## config.mk

```make
export PLATFORM = sky130hd
export DESIGN_NAME = opp_state_rx
export DESIGN_NICKNAME = d
export VERILOG_FILES = /design/src/rtl/opp_state_rx.sv
export SDC_FILE = /design/constraint.sdc
export NUM_CORES = 1
export LEC_CHECK = 0
export CAP_MARGIN = 25
export CORE_MARGIN = 4
export CORE_UTILIZATION = 53
export DETAILED_ROUTE_END_ITERATION = 12
export PLACE_DENSITY = 0.8
export SLEW_MARGIN = 20
export SYNTH_ARGS = -nofsm -noshare
export SYNTH_HDL_FRONTEND = slang
export SYNTH_SLANG_ARGS = --single-unit
```

## constraint.sdc

```tcl
create_clock -name clk_in -period 3.6 [get_ports clk_in]
set_input_delay 0.36 -clock clk_in [delete_from_list [all_inputs] [get_ports clk_in]]
set_output_delay 0.36 -clock clk_in [all_outputs]
set_load 0.005 [all_outputs]
```

## src/rtl/opp_state_rx.sv

```systemverilog
// opp_state_rx: per-opponent state demux with sequence filter, staleness
// timeout and confirmed remote reset. Option macro: OPP_STATE_RX_STATS_EN.
module opp_state_rx #(
   parameter int NUM_OPP     = 2,
   parameter int ID_W        = 2,
   parameter int POS_W       = 11,
   parameter int DIR_W       = 9,
   parameter int TIMEOUT     = 2500000,
   parameter int RST_CONFIRM = 3,
   localparam int PKT_W      = 2*POS_W+DIR_W+8+ID_W
) (
   input  logic                     clk_in,
   input  logic                     rst_in,
   input  logic                     axiiv,
   input  logic [PKT_W-1:0]         axiid,
   output logic [NUM_OPP*POS_W-1:0] opp_x_out,
   output logic [NUM_OPP*POS_W-1:0] opp_y_out,
   output logic [NUM_OPP*DIR_W-1:0] opp_dir_out,
   output logic [NUM_OPP*3-1:0]     opp_game_out,
   output logic [NUM_OPP-1:0]       opp_valid_out,
   output logic [NUM_OPP-1:0]       update_out,
   output logic [NUM_OPP-1:0]       stale_out,
   output logic                     opp_reset_out,
   output logic [ID_W-1:0]          reset_src_out
`ifdef OPP_STATE_RX_STATS_EN
   ,
   output logic [15:0]              rx_ok_count_out,
   output logic [15:0]              rx_drop_count_out,
   output logic [15:0]              rx_stale_count_out
`endif
);

   localparam int TC_W = $clog2(TIMEOUT+1);
   localparam int RC_W = $clog2(RST_CONFIRM+1);
   localparam logic [TC_W-1:0] T_LAST  = TC_W'(TIMEOUT-1);
   localparam logic [TC_W-1:0] T_SAT   = TC_W'(TIMEOUT);
   localparam logic [RC_W-1:0] RC_LAST = RC_W'(RST_CONFIRM-1);
   localparam logic [ID_W:0]   N_OPP   = (ID_W+1)'(NUM_OPP);

   logic             pkt_v;
   logic [PKT_W-1:0] pkt_d;
   logic [POS_W-1:0] px, py;
   logic [DIR_W-1:0] pdir;
   logic [2:0]       pgame;
   logic             prr;
   logic [3:0]       pseq;
   logic [ID_W-1:0]  pid;

   assign {px, py, pdir, pgame, prr, pseq, pid} = pkt_d;

   logic [3:0]      last_seq [NUM_OPP];
   logic [TC_W-1:0] tcnt     [NUM_OPP];
   logic [RC_W-1:0] rcnt     [NUM_OPP];

   logic [3:0]         cur_seq, dseq;
   logic               cur_vld, id_ok, seq_ok, acc;
   logic [NUM_OPP-1:0] hit, tmo;

   // Window of 1..8 ahead of last_seq tolerates loss but rejects replays.
   always_comb begin
      cur_seq = '0;
      cur_vld = 1'b0;
      hit     = '0;
      tmo     = '0;
      for (int k = 0; k < NUM_OPP; k++) begin
         if (pid == ID_W'(k)) begin
            cur_seq = last_seq[k];
            cur_vld = opp_valid_out[k];
         end
      end
      id_ok  = {1'b0, pid} < N_OPP;
      dseq   = pseq - cur_seq;
      seq_ok = !cur_vld || (dseq != 4'd0 && dseq <= 4'd8);
      acc    = pkt_v && (|pkt_d) && id_ok && seq_ok;
      for (int k = 0; k < NUM_OPP; k++) begin
         hit[k] = acc && (pid == ID_W'(k));
         tmo[k] = opp_valid_out[k] && !hit[k] && (tcnt[k] == T_LAST);
      end
   end

   always_ff @(posedge clk_in) begin
      if (!rst_in) begin
         pkt_v         <= 1'b0;
         pkt_d         <= '0;
         opp_x_out     <= '0;
         opp_y_out     <= '0;
         opp_dir_out   <= '0;
         opp_game_out  <= '0;
         opp_valid_out <= '0;
         update_out    <= '0;
         stale_out     <= '0;
         opp_reset_out <= 1'b0;
         reset_src_out <= '0;
         for (int k = 0; k < NUM_OPP; k++) begin
            last_seq[k] <= '0;
            tcnt[k]     <= '0;
            rcnt[k]     <= '0;
         end
      end else begin
         pkt_v         <= axiiv;
         pkt_d         <= axiid;
         update_out    <= hit;
         stale_out     <= tmo;
         opp_reset_out <= 1'b0;
         for (int k = 0; k < NUM_OPP; k++) begin
            if (hit[k]) begin
               opp_x_out[k*POS_W +: POS_W]   <= px;
               opp_y_out[k*POS_W +: POS_W]   <= py;
               opp_dir_out[k*DIR_W +: DIR_W] <= pdir;
               opp_game_out[k*3 +: 3]        <= pgame;
               last_seq[k]      <= pseq;
               opp_valid_out[k] <= 1'b1;
               tcnt[k]          <= '0;
               if (!prr) begin
                  rcnt[k] <= '0;
               end else if (rcnt[k] == RC_LAST) begin
                  rcnt[k]       <= '0;
                  opp_reset_out <= 1'b1;
                  reset_src_out <= pid;
               end else begin
                  rcnt[k] <= rcnt[k] + RC_W'(1);
               end
            end else if (tmo[k]) begin
               opp_valid_out[k] <= 1'b0;
               tcnt[k]          <= T_SAT;
            end else if (opp_valid_out[k]) begin
               tcnt[k] <= tcnt[k] + TC_W'(1);
            end
         end
      end
   end

`ifdef OPP_STATE_RX_STATS_EN
   logic          drop;
   logic [ID_W:0] n_tmo;

   function automatic logic [15:0] sat_add(input logic [15:0] a,
                                           input logic [15:0] b);
      logic [16:0] s;
      s = {1'b0, a} + {1'b0, b};
      return s[16] ? 16'hFFFF : s[15:0];
   endfunction

   always_comb begin
      drop  = pkt_v && !acc;
      n_tmo = '0;
      for (int k = 0; k < NUM_OPP; k++) begin
         n_tmo = n_tmo + (ID_W+1)'(tmo[k]);
      end
   end

   always_ff @(posedge clk_in) begin
      if (!rst_in) begin
         rx_ok_count_out    <= '0;
         rx_drop_count_out  <= '0;
         rx_stale_count_out <= '0;
      end else begin
         rx_ok_count_out    <= sat_add(rx_ok_count_out, {15'd0, acc});
         rx_drop_count_out  <= sat_add(rx_drop_count_out, {15'd0, drop});
         rx_stale_count_out <= sat_add(rx_stale_count_out, 16'(n_tmo));
      end
   end
`endif

endmodule

```

# Word-level counts from Yosys, hierarchy flattened
# Memories as Yosys holds them, arrays and structs flattened.
# Index checks and enable logic that the tools add are counted.
# op_classes
eq_ne	5
bitwise_logic	14
add_sub_neg	5
n_mux	83
reduce_logical	19
n_lt_le_gt_ge	2
# ops
op	n
22-bit 2-to-1 mux	6
1-bit 2-to-1 mux	61
22-bit by 1-bit adder with 22-bit output (second input constant)	2
22-bit == test (second input constant)	2
41-bit OR reduction	1
2-bit 2-to-1 mux	12
4-bit 2-to-1 mux	4
1-bit bitwise OR	14
1-bit logical AND	10
2-bit by 1-bit adder with 2-bit output (second input constant)	2
2-bit == test (second input constant)	2
4-bit less-or-equal comparator (second input constant)	1
2-bit nonzero test	2
4-bit nonzero test	1
4-bit subtractor	1
1-bit logical NOT	3
2-bit by 1-bit == test with 1-bit output (second input constant)	1
2-bit logical NOT	1
2-bit < comparator (second input constant)	1
1-bit logical OR	1
# word_totals
input_bits	44
ram_bits	56
elab_cells	147
reg_bits	119
out_inout_bits	77
n_memories	3
# memory_table
name	depth	word_bits	read_ports	rd_clocked_by_memory_dff	write_ports	line_no	text
tcnt	2	22	2	0	2	52	logic [TC_W-1:0] tcnt [NUM_OPP];
last_seq	2	4	2	0	2	51	logic [3:0] last_seq [NUM_OPP];
rcnt	2	2	2	0	2	53	logic [RC_W-1:0] rcnt [NUM_OPP];

# Longest topological paths before layout
# Gate-level depths: netlist of the first run.
# logic_depth
ltp_word	18
ltp_mapped	12
ltp_nobuf	9

# Least setup slack after synthesis of the first run
# No wires, ideal clock.
# synth_timing
kind	register to register
startpoint	reg pkt_d[0]
endpoint	mem tcnt[0][11] (netlist name), data pin
slack_ns	0.684
required_time_ns	3.462
path_stages_with_launch	13
setup_time_ns	0.138
n_path_buf	3
arrival_ns	2.778
cell_sequence	dfxtp_1 buf_6 mux2i_1 or2_2 ha_1 and3b_1 a2111oi_4 or4_1 a31oi_1 or4_1 buf_2 buf_6 nor2_1
# synth_lines
element	line_no	text
from (decl)	41	logic [PKT_W-1:0] pkt_d;
from (signal assigned)	101	pkt_d <= axiid;
to (decl)	52	

==> results by group, run 1 <==
Clock tree
  – Latest clock arrival within the worst-skew pair: 420 ps
  – Clock buffer count from CTS: 17
  – H-tree Lvls: 4
  – Clock buffer depth: 2
  – Clock root buffer: clkbuf_16
  – Worst-path clk slew: 60 ps
  – TritonCTS clock tree: yes
  – Hold buffer count at CTS: 0
  – Clk sinks: 175
  – Post-CTS Setup Repair Bufs: 0
  – Resized cells post-CTS: 0

Finish
  – Commonest cells after routing, fill and taps aside: 131 x nand2_1, 119 x clkdlybuf4s50_1, 119 x dfxtp_1
  – Fin nets: 884
  – Antenna Cells: 0
  – Post-Layout Inst Area: 9140 µm²
  – Fillcell total: 980
  – Ratio of cells with drive above 1 in the final layout: 0.0579
  – Syn-to-layout area delta: 26.1%
  – Commonest non-fill, non-tap cell in the layout: nand2_1

Place
  – GP Congestion: 0.917
  – Dpl hpwl: 11400 µm
  – Port Buffers: 120
  – Placed Area: 8560 µm²
  – Setup WS pre-CTS: 199 ps

Timing
  – Max Freq: 292 MHz
  – Post-route setup slack: 175 ps
  – Max-slew headroom: 0.390
  – Slew @ Worst Pin: 907 ps
  – Final setup vio count: 0
  – RSZ-0062 raised after global routing: no
  – Setup TNS: 0 ps
  – Final worst path period share: 0.951
  – Clk_skew: 7.92 ps
  – Min Tclk post-route: 3430 ps
  – Slew Viols, Final: 0
  – Hold Vio Cnt, Final: 0

Yosys
  – Synthesized area per cell: 9.96 µm²
  – Synth area leader: dfxtp_1
  – Sequential area share after synthesis: 0.561
  – Total number of yosys warnings: 0
  – Distinct cells, synth: 47
  – Synth top area share: 0.329
  – Most common flop cell mapped by yosys: dfxtp_1
  – Ys async rst share: 0
  – EDFF count, synth: 56
  – Mapped Cells: 728
  – Yosys reg bits: 175
  – Area contributors post-synth: dfxtp_1 33%, edfxtp_1 23%, nand2_1 6.8%
  – Net Count, Synth: 779
  – Mapped Area: 7250 µm²

Critical path
  – Slowest-stage cell, CP: or4_1
  – Startpoint class of the critical path: flip-flop
  – Critical Path Max Stage Delay: 750 ps
  – Setup crit start: pkt_d[0]
  – WP data required: 3870 ps
  – R2R depth: 9
  – WS Path Type: flip-flop to flip-flop
  – CP cell instances: mux2i_1, or2_2, ha_1, and3b_1, a2111oi_4, or4_1, a31oi_4, or4_1, a21oi_1
  – Crit path DAT: 3700 ps
  – Worst flop-to-flop path startpoint: pkt_d[0]
  – Crit path max fanout: 14
  – R2R setup slack: 170 ps
  – Crit. End Element: flip-flop
  – Crit path to: tcnt[0][16]
  – Reg2reg end: tcnt[0][16]
  – Most used cell, CP: or4_1

Pwr
  – PwrDens: 464 nW/µm²
  – Peak VDD IR: 0.327 mV
  – Leak pwr: 3.42 nW

Run
  – Max_cap viols: 0

Drt
  – Antenna-violating nets left: 0
  – First-pass DRT Iterations: 7
  – Total wire length: 16200 µm
  – Total number of vias: 5496
  – DRC Markers: 0
  – WL/cell: 15.9 µm
  – Vias per inst: 5.38
  – Iter 0 DRT Violations: 391

Die
  – Die Span Y: 125 µm
  – IO Count: 121
  – Initial Utilization: 0.545
  – Core ar.: 13300 µm²
  – Cell Rows: 42
  – Die Wd: 125 µm
  – Total die area: 15600 µm²

Status
  – Status: complete, no violations

GRT
  – Total global-route track usage: 0.207
  – Vias in the first global route: 5590
  – Grt ovf: 0
  – Largest net degree at the start of global routing: 133
  – First-pass GRT wire length: 26300 µm
  – Initial antenna violation count: 0

Worst hold path
  – Worst hold-check path type: input pin to flip-flop
critical path, delay by kind of cell, from the launching register on:
kind	cells	cell delay, ps
AO/OA/AOI/OAI	3	720
AND/OR/NAND/NOR	4	1530
multiplexers	1	130
adder cells (fa/ha/maj)	1	340
flip-flops	1	560
metal layers:
| metal | routed length [µm] | GRT usage | vias up |
|---|---|---|---|
| li1 | - | - | 2707 |
| met2 | 7620 | 0.341 | 160 |
| met3 | 1230 | 0.0776 | 40 |
| met1 | 6890 | 0.248 | 2589 |
| met5 | 0 | 0 | - |
| met4 | 463 | 0.0810 | 0 |
worst min path at each step:
| stage | from | endpoint | slack (ps) | depth (start not counted) |
|---|---|---|---|---|
| 3_5_place_dp | opp_x_out[4] | opp_x_out[4] | 450 | 2 |
| 2_1_floorplan | pkt_d[35] | opp_x_out[16] | 450 | 2 |
| 6_report | rst_in | reset_src_out[1] | 450 | 2 |
| 5_1_grt | opp_y_out[2] | opp_y_out[2] | 480 | 2 |
| 4_1_cts | rst_in | reset_src_out[1] | 440 | 2 |
| 3_3_place_gp | opp_x_out[0] | opp_x_out[0] | 440 | 2 |
area by class of cell:
class	instances	area (µm²)	area share
clock buffers	19	453	0.0496
clock inverters	13	110	0.0120
multi-input cells	498	2930	0.321
repair buffers	128	1310	0.143
flip-flops and latches	175	4060	0.445
well taps	176	220	0.0241
inverters	13	48.8	0.00534
synthesized netlist by cell type (2+ instances only):
master	n
or4_1	3
a31oi_1	9
nor3_1	9
and4_1	3
nand2b_1	2
a21oi_1	2
o21ai_0	36
ha_1	7
and2_1	45
dfxtp_1	119
nand3b_1	3
clkbuf_1	28
buf_6	6
edfxtp_1	56
or2_2	3
nor4b_1	6
xor2_1	23
nor2_1	54
inv_1	13
nor2b_1	3
buf_2	5
o311ai_1	2
nand4_1	12
nand2_1	131
buf_4	2
xnor2_1	19
mux2i_1	38
o31ai_1	2
or3_1	2
nor4_1	14
nand3_1	49
and3_1	7
flip-flops by register name (all words and copies together), names as in the netlist, 2 cells and up:
register	count
opp_dir_out	18
opp_x_out	22
pkt_d	41
opp_y_out	22
last_seq	8
opp_valid_out	2
update_out	2
stale_out	2
reset_src_out	2
rcnt	4
opp_game_out	6
tcnt	44
power by group:
part / switching [W] / leakage [nW] / internal, W / total (W)
Sequential: 0.0000738 / 1.56 / 0.00212 / 0.00219
Clock: 0.000751 / 0.288 / 0.000990 / 0.00174
Combinational: 0.000155 / 1.57 / 0.000154 / 0.000308
metrics by stage:
step	cells	power (W)	util	hold slack, ps
5_1_grt	1022	0.00440	0.687	478
3_5_place_dp	989	0.00254	0.644	450
3_3_place_gp	989	0.00253	0.644	444
4_1_cts	1021	0.00427	0.686	437
2_1_floorplan	728	0.00241	-	448
6_report	1022	0.00424	0.687	451
kinds of logic (layout without fill, tap and decap cells):
family | Yosys count | in the layout | synth area share
xor gates and xnor gates | 42 | 42 | 0.0508
AOI/OAI and AO/OA | 59 | 59 | 0.0504
muxes | 38 | 38 | 0.0525
and+or+nand+nor | 352 | 352 | 0.237
DFF | 175 | 175 | 0.561
buffers and inverters | 55 | 173 | 0.0368
adders and majority gates | 7 | 7 | 0.0121
(Power assumes the default switching activity.)
==> inputs of run 2 (changes only) <==
Settings changed: CORE_ASPECT_RATIO set to 1.25, SKIP_LAST_GASP set to 1.
==> run 2 against run 1 <==
Net effect: core utilization fell by 0.089 points; global-route usage rose by 1.3 points; design area rose by 0.27%; setup slack improved by 220 ps; first-iteration DRC count fell by 22%; cell count fell by 0.20%; flip-flop and latch count did not move; combinational power barely moved; critical path depth rose by 1; clock skew barely moved; register-to-register slack improved by 220 ps; sequential power barely moved; largest power group unchanged; highest routed layer unchanged.
==> results by group, run 2 (synthesis results as in run 1) <==
Critical path
  – Crit path DAT: 3480 ps (-220 ps)
  – Slowest-stage cell, CP: or4_1
  – Reg2reg end: tcnt[0][12]
  – Delay-heaviest family, CP: simple AND/OR/NAND/NOR gates
  – Critical Path Max Stage Delay: 760 ps (about the same)
  – CP cell instances: buf_4, mux2i_1, nor2_1, ha_1, and3b_1, a2111oi_4, or4_1, a31oi_4, or4_1, nor2_1
  – WS Path Type: flip-flop to flip-flop
  – WP data required: 3880 ps (about the same)
  – Crit. End Element: flip-flop
  – Worst flop-to-flop path startpoint: pkt_d[0]
  – Crit path buf inv count: 1 (+1)
  – Startpoint class of the critical path: flip-flop
  – R2R depth: 10 (+1)
  – R2R setup slack: 390 ps (+220 ps)
  – Crit path max fanout: 14 (unchanged)

Finish
  – Post-layout util: 0.686 (-0.000895)
  – Syn-to-layout area delta: 26.4%
  – Commonest cells after routing, fill and taps aside: 131 x nand2_1, 119 x clkdlybuf4s50_1, 119 x dfxtp_1
  – Biggest register: tcnt
  – Antenna Cells: 0 (unchanged)
  – Fillcell total: 984 (+0.41%)
  – Register area: 4060 µm² (unchanged)
  – Top flop regs: tcnt: 44 flops, pkt_d: 41 flops
  – Multi-input logic area: 2930 µm² (unchanged)
  – Commonest non-fill, non-tap cell in the layout: nand2_1
  – Fin nets: 888 (+0.45%)
  – Post-Layout Inst Area: 9160 µm² (+0.27%)
  – Largest register FFs: 44 (unchanged)
  – Ratio of cells with drive above 1 in the final layout: 0.0612 (+0.00333)

Pwr
  – P_sw: 0.000998 W (+1.9%)
  – Int Pwr: 0.00332 W (+1.7%)
  – Register share of total power: 0.508 (-0.009)
  – Combinational share of power: 0.072 (about the same)
  – Clock Power Share: 0.420 (+0.010)
  – PwrDens: 471 nW/µm² (+1.5%)
  – Peak VDD IR: 0.278 mV (-15%)
  – Switching share of power: 0.231 (+0.000361)
  – Leak pwr: 3.44 nW (+0.58%)

Timing
  – Slew @ Worst Pin: 904 ps (-2.56 ps)
  – Min Tclk post-route: 3210 ps (-217 ps)
  – Max Freq: 312 MHz (+6.8%)
  – Setup TNS: 0 ps (unchanged)
  – Max-slew headroom: 0.391 (+0.00173)
  – Final worst path period share: 0.891 (-0.0602)
  – Post-route setup slack: 392 ps (+217 ps)
  – Final setup vio count: 0 (unchanged)
  – Hold Vio Cnt, Final: 0 (unchanged)
  – RSZ-0062 raised after global routing: no
  – Slew Viols, Final: 0 (unchanged)
  – Clk_skew: 8.17 ps (+0.252 ps)
  – Final hold slack: 242 ps (-209 ps)

Die
  – Die Wd: 113 µm (-9.9%)
  – Die Span Y: 139 µm (+11%)
  – IO Count: 121 (unchanged)
  – Initial Utilization: 0.543 (-0.00220)
  – Core ar.: 13300 µm² (+0.40%)
  – Total die area: 15600 µm² (about the same)
  – Cell Rows: 47 (+12%)

Drt
  – DRC Markers: 0 (unchanged)
  – Iter 0 DRT Violations: 306 (-22%)
  – Total wire length: 16700 µm (+2.9%)
  – WL/cell: 16.3 µm (+3.1%)
  – Vias per inst: 5.40 (+0.34%)
  – First-pass DRT Iterations: 5 (-2)
  – Total number of vias: 5504 (+0.15%)
  – Antenna-violating nets left: 0 (unchanged)

Clock tree
  – Clk sinks: 175 (unchanged)
  – Latest clock arrival within the worst-skew pair: 430 ps (about the same)
  – Clock buffer depth: 2 (unchanged)
  – Clock buffer count from CTS: 17 (unchanged)
  – Clock root buffer: clkbuf_16
  – Worst-path clk slew: 60 ps (about the same)
  – TritonCTS clock tree: yes
  – Hold buffer count at CTS: 0 (unchanged)
  – Resized cells post-CTS: 0 (unchanged)
  – H-tree Lvls: 4 (unchanged)
  – Post-CTS Setup Repair Bufs: 0 (unchanged)

Place
  – Dpl hpwl: 11800 µm (+3.3%)
  – GP Congestion: 0.836 (-8.8%)
  – Setup WS pre-CTS: 396 ps (+198 ps)
  – Port Buffers: 120 (unchanged)
  – Placed Area: 8550 µm² (about the same)

Status
  – Status: complete, no violations

GRT
  – Largest net degree at the start of global routing: 103 (-23%)
  – Total global-route track usage: 0.220 (+0.0125)
  – Initial antenna violation count: 0 (unchanged)
  – Grt ovf: 0 (unchanged)
  – First-pass GRT wire length: 27800 µm (+5.6%)
  – Vias in the first global route: 5627 (+0.66%)

Run
  – Max_cap viols: 0 (unchanged)

Worst hold path
  – Hold Path Sink: update_out[1]
  – Worst hold-check path type: input pin to flip-flop
  – Worst Hold Depth: 3 (+1)
  – Hold path start: rst_in
==> run 2: cell count changes in the layout (fill, tap and decap cells not counted), sizes merged <==
cell,previous run,this run
clkinv,8,3
inv,17,18
bufinv,1,0
buf,9,13
clkbuf,19,23
==> run 2: through the flow <==
step           std cells  total power (W)
5_1_grt             1020          0.00447
3_3_place_gp         988          0.00253
4_1_cts             1019          0.00435
6_report            1020          0.00432
2_1_floorplan        728          0.00241
3_5_place_dp         988          0.00254
==> run 2: worst reg2reg max path, stage by stage (launching register included) <==
cell       delay (ps)
dfxtp_1           380
buf_4             190
mux2i_1           180
nor2_1             70
ha_1              300
and3b_1           200
a2111oi_4         370
or4_1             240
a31oi_4           160
or4_1             760
nor2_1            210
==> run 2: worst max-delay path by stage <==
stage | startpoint | endpoint | slack (ps) | cells past startpoint
global placement | pkt_d[0] | tcnt[0][16] | 490 | 9
finish | pkt_d[0] | tcnt[0][12] | 390 | 10
CTS | pkt_d[0] | tcnt[0][12] | 380 | 10
detailed placement | pkt_d[0] | tcnt[0][16] | 400 | 10
global route | pkt_d[0] | tcnt[0][12] | 100 | 10
floorplan | pkt_d[0] | tcnt[0][11] | 680 | 12
==> run 2: power by group through the flow <==
| stage | combinational, W | clock [W] | sequential [W] |
|---|---|---|---|
| 2_1_floorplan | 0.000193 | 0 | 0.00221 |
| 3_3_place_gp | 0.000296 | 0 | 0.00223 |
| 3_5_place_dp | 0.000307 | 0 | 0.00224 |
| 4_1_cts | 0.000310 | 0.00184 | 0.00219 |
| 5_1_grt | 0.000346 | 0.00192 | 0.00220 |
| 6_report | 0.000310 | 0.00181 | 0.00219 |
==> run 2: cell type report <==
cell class              instances  area share
flip-flops and latches        175       0.444
clock buffers                  23      0.0579
multi-input cells             498       0.320
well taps                     171      0.0234
repair buffers                132       0.143
clock inverters                 8     0.00683
inverters                      13     0.00533
==> run 2: metal layers <==
metal	up-vias	part of all wire	GRT usage
met3	30	0.073	0.0742
met5	-	0	0
li1	2730	-	-
met4	0	0.023	0.0785
met2	158	0.51	0.375
met1	2586	0.39	0.255
